**config.mk**
```make
export PLATFORM = sky130hd
export DESIGN_NAME = vend_fsm_param
export DESIGN_NICKNAME = d
export VERILOG_FILES = /design/src/rtl/vend_fsm_param.sv
export SDC_FILE = /design/constraint.sdc
export NUM_CORES = 1
export LEC_CHECK = 0
export BUFFER_PORTS_ARGS = -buffer_cell sky130_fd_sc_hd__buf_2
export CORE_ASPECT_RATIO = 0.9
export CORE_MARGIN = 8
export CORE_UTILIZATION = 45
export DETAILED_ROUTE_END_ITERATION = 10
export SLEW_MARGIN = 5
export SYNTH_ARGS = -nofsm -noshare
export SYNTH_HDL_FRONTEND = slang
export SYNTH_SLANG_ARGS = --single-unit
```
**constraint.sdc**
```tcl
create_clock -name clk -period 2.55 [get_ports clk]
set_clock_uncertainty 0.2 [all_clocks]
set_input_delay 0.255 -clock clk [delete_from_list [all_inputs] [get_ports clk]]
set_output_delay 0.255 -clock clk [all_outputs]
set_load 0.05 [all_outputs]
```
**src/rtl/vend_fsm_param.sv**
```systemverilog
// vend_fsm_param: parametrised coin vending controller with credit, change and LED bar.
// Optional feature macro: BLINK_REFUND_EN (held, blinking REFUND state).
module vend_fsm_param #(
    parameter int CLK_HZ      = 50_000_000,
    parameter int PRICE       = 5,
    parameter int LED_W       = 8,
    parameter int IDLE_TO_MS  = 5000,
    parameter int DISPENSE_MS = 10000,
    parameter int ANIM_MS     = 500,
    parameter int REFUND_MS   = 2000,
    localparam int CW         = $clog2(PRICE + 3)
) (
    input  logic             clk,
    input  logic             rst_n,
    input  logic             coin_half,
    input  logic             coin_one,
    input  logic             cancel,
    output logic [LED_W-1:0] led,
    output logic             dispense,
    output logic [CW-1:0]    change_units,
    output logic             change_valid,
    output logic             busy
);
    localparam int MS    = CLK_HZ / 1000;
    localparam int TO_C  = IDLE_TO_MS * MS;
    localparam int DSP_C = DISPENSE_MS * MS;
    localparam int ANI_C = ANIM_MS * MS;
    localparam int REF_C = REFUND_MS * MS;
    localparam int TM_A  = (TO_C > DSP_C) ? TO_C : DSP_C;
    localparam int TMAX  = (TM_A > REF_C) ? TM_A : REF_C;
    localparam int TW    = $clog2(TMAX + 1);
    localparam int AW    = $clog2(ANI_C + 1);

    typedef enum logic [1:0] {S_IDLE, S_CREDIT, S_DISPENSE, S_REFUND} state_t;

    state_t           state, state_n;
    logic [CW-1:0]    credit, credit_n, sum, cu_n;
    logic [TW-1:0]    tmr, tmr_n;
    logic [AW-1:0]    acnt, acnt_n;
    logic [LED_W-1:0] led_n;
    logic [1:0]       add;
    logic             cv_n, anim_step;

    assign add = {coin_one, coin_half};
    assign sum = credit + CW'(add);

    // Thermometer code of the credit, saturating at all-ones.
    function automatic logic [LED_W-1:0] therm(input logic [CW-1:0] v);
        logic [LED_W-1:0] t;
        t = '0;
        for (int i = 0; i < LED_W; i++) t[i] = (i < int'(v));
        return t;
    endfunction

    // Next state, credit, timers and next values of the registered outputs.
    always_comb begin
        state_n   = state;
        credit_n  = credit;
        tmr_n     = tmr + 1'b1;
        acnt_n    = '0;
        led_n     = led;
        cu_n      = change_units;
        cv_n      = 1'b0;
        anim_step = (acnt == AW'(ANI_C - 1));
        case (state)
            S_IDLE, S_CREDIT: begin
                if (add != 2'd0) begin
                    if (sum >= CW'(PRICE)) begin
                        state_n  = S_DISPENSE;
                        cu_n     = sum - CW'(PRICE);
                        cv_n     = 1'b1;
                        credit_n = '0;
                        tmr_n    = '0;
                        led_n    = LED_W'(1);
                    end else begin
                        state_n  = S_CREDIT;
                        credit_n = sum;
                        tmr_n    = '0;
                        led_n    = therm(sum);
                    end
                end else if (state == S_CREDIT && (cancel || tmr == TW'(TO_C - 1))) begin
                    state_n  = S_REFUND;
                    cu_n     = credit;
                    cv_n     = 1'b1;
                    credit_n = '0;
                    tmr_n    = '0;
`ifdef BLINK_REFUND_EN
                    led_n    = '1;
`else
                    led_n    = '0;
`endif
                end else if (state == S_IDLE) begin
                    tmr_n = '0;
                end
            end
            S_DISPENSE: begin
                acnt_n = anim_step ? '0 : acnt + 1'b1;
                led_n  = anim_step ? {led[LED_W-2:0], led[LED_W-1]} : led;
                if (tmr == TW'(DSP_C - 1)) begin
                    state_n = S_IDLE;
                    tmr_n   = '0;
                    led_n   = '0;
                end
            end
            S_REFUND: begin
`ifdef BLINK_REFUND_EN
                acnt_n = anim_step ? '0 : acnt + 1'b1;
                led_n  = anim_step ? ~led : led;
                if (tmr == TW'(REF_C - 1)) begin
                    state_n = S_IDLE;
                    tmr_n   = '0;
                    led_n   = '0;
                end
`else
                state_n = S_IDLE;
                tmr_n   = '0;
                led_n   = '0;
`endif
            end
            default: state_n = S_IDLE;
        endcase
    end

    // State register and registered outputs; reset discards credit without a change strobe.
    always_ff @(posedge clk or negedge rst_n) begin
        if (!rst_n) begin
            state        <= S_IDLE;
            credit       <= '0;
            tmr          <= '0;
            acnt         <= '0;
            led          <= '0;
            dispense     <= 1'b0;
            busy         <= 1'b0;
            change_units <= '0;
            change_valid <= 1'b0;
        end else begin
            state        <= state_n;
            credit       <= credit_n;
            tmr          <= tmr_n;
            acnt         <= acnt_n;
            led          <= led_n;
            dispense     <= (state_n == S_DISPENSE);
            busy         <= (state_n == S_DISPENSE) || (state_n == S_REFUND);
            change_units <= cu_n;
            change_valid <= cv_n;
        end
    end
endmodule

```
# == Word level (Yosys, flattened, before mapping) ==
# Index checks and enable logic that the tools add are counted.
# Widths: inputs -> output; s select.
# word_totals
out_inout_bits,14
in_bits,5
word_cells,70
reg_bits,73
# op_classes
n_reduce_logical,10
order_cmp,8
addsub,4
n_eq_ne,11
n_mux,28
# ops
op,count
$mux 29,4
$pmux 29 s3,1
$mux 25,2
$mux 8,4
$add 29x1->29 const B,1
$eq 29x28->1 const B,1
$eq 29x29->1 const B,1
$add 25x1->25 const B,1
$eq 25x25->1 const B,1
$pmux 8 s3,1
$mux 3,6
$lt 3x3->1 const A,3
$eq 2x2->1 const B,4
$mux 2,4
$mux 7,1
$lt 1x3->1 const A,2
$lt 2x3->1 const A,2
$ne 3x3->1 const B,2
$pmux 2 s3,1
$mux 1,4
$reduce_and 2->1,2
$reduce_bool 2->1,2
$add 3x2->3,1
$ge 3x3->1 const B,1
8 further kinds,9

# == Logic depth before layout (Yosys ltp) ==
# logic_depth
depth_word,8
mapped_depth,10
depth_no_buf,9

# == Worst setup path before layout ==
# Ideal clock, no wire load.
# synth_path
kind,register to register
startpoint,register credit[0]
endpoint,register change_units[0]
arrival_ns,2.269
setup_slack_ns,-0.044
synth_period_minus_slack_ns,2.594
setup_time_ns,0.125
stages_incl_launch_ff,11
n_path_buf,1
required_ns,2.225
path_cell_list,dfrtp_1 ha_1 fa_1 inv_1 ha_1 nor2_1 nor2_1 nor2_1 or3_1 buf_6 mux2_4
# synth_between
elab_chain_len,4
elab_cells_between_ends,8
classes_between,2 x add/sub; 1 x order compare; 1 x eq/ne; 3 x mux; 1 x reduce/logical
# synth_rtl
item,line_no,source
"start, declared",37,"logic [CW-1:0] credit, credit_n, sum, cu_n;"
"start signal, assigned",138,credit <= credit_n;
$add 3x2->3,45,assign sum = credit + CW'(add);
$ge 3x3->1 / $sub 3x3->3 (equally long branches),"68, 70",
$ne 2x1->1 (no source line) / $mux 3 (equally long branches),-,
$reduce_and 3->1 (no source line) / $mux 3 (equally long branches),-,
"end signal, assigned",144,change_units <= cu_n;
"end, declared",20,"output logic [CW-1:0] change_units,"
# Parallel ways exist; a longest one is shown, timed or not. The select of a mux whose other input is x is not followed.
# A chain may end at the register's enable or synchronous reset.

# == Final worst setup path ==
# layout_path
startpoint,register credit[0]
endpoint,register change_units[2]
# layout_between
elab_chain_len,4
elab_cells_between_ends,7
classes_between,2 x add/sub; 1 x order compare; 1 x eq/ne; 2 x mux; 1 x reduce/logical
# layout_rtl
item,line_no
$add 3x2->3 (*),45
$ge 3x3->1 / $sub 3x3->3 (equally long branches),"68, 70"
$ne 2x1->1 (no source line) / $mux 3 (equally long branches),-
$reduce_and 3->1 (no source line) / $mux 3 (equally long branches),-
# Mark *: on every way between the ends. The rest lies on a longest branch, timed or not. The select of a mux whose other input is x is not followed.

==> impl_metrics.yaml <==
status:
  status: "completed"
logic_synthesis:
  synth_area_leaders: "dfrtp_1 47%, xnor2_1 7.8%, nor2_1 6.1%, xor2_1 3.2%, nand2_1 3.0%"
  synth_edf_count: 0
  ys_ff_latch: 72
  ys_types: 47
  syn_area_um2: 3820
  synth_top_area_cell: "dfrtp_1"
  ys.flop_type: "dfrtp_1"
  yosysSeqAreaShare_pct: 47.2
  ys_warn_count: 0
  synthArstFlopShare_pct: 100
  netlist_top_cells_count: "72 x dfrtp_1, 62 x nor2_1, 34 x xnor2_1, 31 x nand2_1, 20 x nand3_1"
  synthDominantCellAreaShare_pct: 47.2
  yosysMostFrequentCell: "dfrtp_1"
  synth_fp_nets: 407
  avgSynthCellArea_um2: 9.64
  synth_cells: 396
power_and_ir_drop:
  combPwrFrac_pct: 35.8
  power_leakage_nw: 1.87
  peakVddDrop_mv: 0.377
  seqPwrFrac_pct: 37.2
  power_density_nw_per_um2: 833
  p_int_w: 0.00236
  p_sw_w: 0.00136
  p_clk_share_pct: 27.0
  switching_share_pct: 36.6
timing:
  fin_crit_sh_pct: 98.5
  finalSetupTns_ps: 0
  max_freq_mhz: 398
  rsz0062_at_grt: "true"
  worstMarginPinSlew_ps: 462
  setup_viol: 0
  setup_ws_ps: 38.7
  hold_viol: 0
  slew_viol_final: 0
  relSlewSlack_pct: 69.1
  fin_crit_ps: 2510
global_routing:
  grt_max_degree: 32
  grt_antenna_before_repair: 0
  overflow: 0
  grt_pass1_wl_um: 14200
  grt_pass1_vias: 2919
  grt_usage_pct: 15.0
finish:
  nets: 451
  drive_above_1_share_pct: 18.9
  final_area_um2: 4470
  antennaDiodeCount: 0
  syn_to_final_growth_pct: 17.1
placement:
  portBuffers: 18
  globalplace.congestion: 0.824
  dp_hpwl_um: 5730
  postPlaceCellArea_um2: 4210
  place_ws_ps: -56.6
clock_tree:
  cts_made_buffers: 9
  cts_max_level: 3
  ctsRootBufferMaster: "clkbuf_8"
  cts_buffer_depth: 2
  path_clk_slew_ps: 80
  cts.sinks: 72
  cts_tree: "built"
  insertion_delay_ps: 360
critical_path:
  startpoint_type: "flip-flop"
  r2r_cells: 9
  crit_arrival_ps: 2550
  worst_setup_path_end_kind: "flip-flop"
  worstPathMaxFanout: 5
  crit_required_ps: 2590
  criticalPathCategory: "reg -> reg"
hold_path:
  holdCritPathClass: "in -> async"
floorplanning:
  core_area_um2: 8410
  die_area_um2: 11700
  rows: 32
  die-height_um: 103
  die_w_um: 113
  ioPinCount: 19
  start_util_pct: 45.4
route:
  viasPerCell: 5.27
  drtAntennaViolNets: 0
  dr.pass1.iters: 4
  vias: 2877
  drt_iter0_markers: 151
  detail_route.wirelength_um: 7860
  wire_per_inst_um: 14.4
  drc_errors: 0
job:
  cap_violations: 0
==> per-stage QoR <==
stage / utilization, % / hold WS (ps) / cells / total power (W)
2_1_floorplan: - / -241 / 396 / 0.00232
3_3_place_gp: 50.1 / -59.0 / 529 / 0.00268
3_5_place_dp: 50.1 / -56.8 / 529 / 0.00271
4_1_cts: 52.9 / 104 / 545 / 0.00373
5_1_grt: 53.2 / 135 / 546 / 0.00394
6_report: 53.2 / 102 / 546 / 0.00372
==> state kept, by name, indices dropped and copies added, names as in the netlist <==
| signal | flops |
|---|---|
| acnt | 25 |
| busy | 1 |
| change_units | 3 |
| change_valid | 1 |
| credit | 3 |
| dispense | 1 |
| led | 8 |
| state | 1 |
| tmr | 29 |
==> critical path: stages, from the launching register on <==
cell,delay [ps]
dfrtp_1,400
ha_2,180
fa_2,460
inv_2,100
ha_4,130
nor2_1,40
nor2_1,140
nor2_1,60
or3_4,380
mux2_4,310
==> layout by cell type, fill, tap and decap left out, types with 2 or more instances in the layout <==
master / count
a21oi_1: 7
a22o_1: 2
and2_1: 7
and3_1: 6
and4_1: 7
buf_2: 18
buf_4: 30
bufinv_16: 2
clkbuf_8: 10
dfrtp_1: 72
ha_1: 3
inv_1: 14
mux2_2: 3
mux2_4: 3
mux2i_1: 5
nand2_1: 31
nand3_1: 20
nand4_1: 16
nor2_1: 62
nor2b_1: 4
nor3_1: 10
nor4_1: 12
nor4b_1: 3
o21ai_0: 10
or2_2: 2
or3_1: 8
xnor2_1: 33
xor2_1: 14
==> cells by family (layout without fill, tap and decap cells) <==
group           count (synthesis)  count (layout)  share of synthesized area (%)
buf+inv                        32              80                           3.47
fa+ha+maj                       6               6                           2.16
flops                          72              72                           47.2
compound gates                 32              32                           6.49
xor+xnor                       48              48                           11.0
mux                            11              11                           3.38
simple gates                  195             195                           26.3
==> metal layers <==
| metal | track usage (%) | part of all wire (%) | routed length, µm | vias to the layer above |
|---|---|---|---|---|
| met2 | 24.1 | 46 | 3610 | 44 |
| met1 | 19.8 | 50 | 3910 | 1366 |
| met3 | 4.06 | 3.4 | 270 | 8 |
| met5 | 0 | 0 | 0 | - |
| met4 | 3.37 | 0.83 | 65 | 0 |
| li1 | - | - | - | 1459 |
==> layout make-up <==
cell class / count / area, µm²
Clock buffer: 10 / 138
Clock inverter: 5 / 81.3
Fill cell: 754 / 3940
Inverter: 15 / 56.3
Multi-Input combinational cell: 292 / 1920
Sequential cell: 72 / 1800
Tap cell: 102 / 128
Timing Repair Buffer: 50 / 345
==> worst paths after layout <==
kind                           start              end  slack [ps]
max in group asynchronous      rst_n          tmr[16]        1350
min in group clk           coin_half         state[0]         130
setup reg to reg           credit[0]  change_units[2]          40
setup / recovery           credit[0]  change_units[2]          40
hold / removal                 rst_n         acnt[21]         100
hold reg to reg               tmr[0]           tmr[0]         290
==> repair_timing <==
action / CTS / global route
pin swaps: 0 / 1
endpoints found under the setup margin: 4 / 5
endpoints found under the hold margin: 62 / 0
buffers inserted: 0 / 1
gates resized for setup: 1 / 2
hold buffers: 1 / 0
==> power groups by stage <==
stage          Sequential (W)  Combinational [W]  Clock (W)
6_report              0.00138            0.00133    0.00100
5_1_grt               0.00141            0.00146    0.00107
4_1_cts               0.00138            0.00132    0.00103
3_5_place_dp          0.00141            0.00130          0
3_3_place_gp          0.00140            0.00128          0
2_1_floorplan         0.00165           0.000677          0
(Power assumes the default switching activity.)
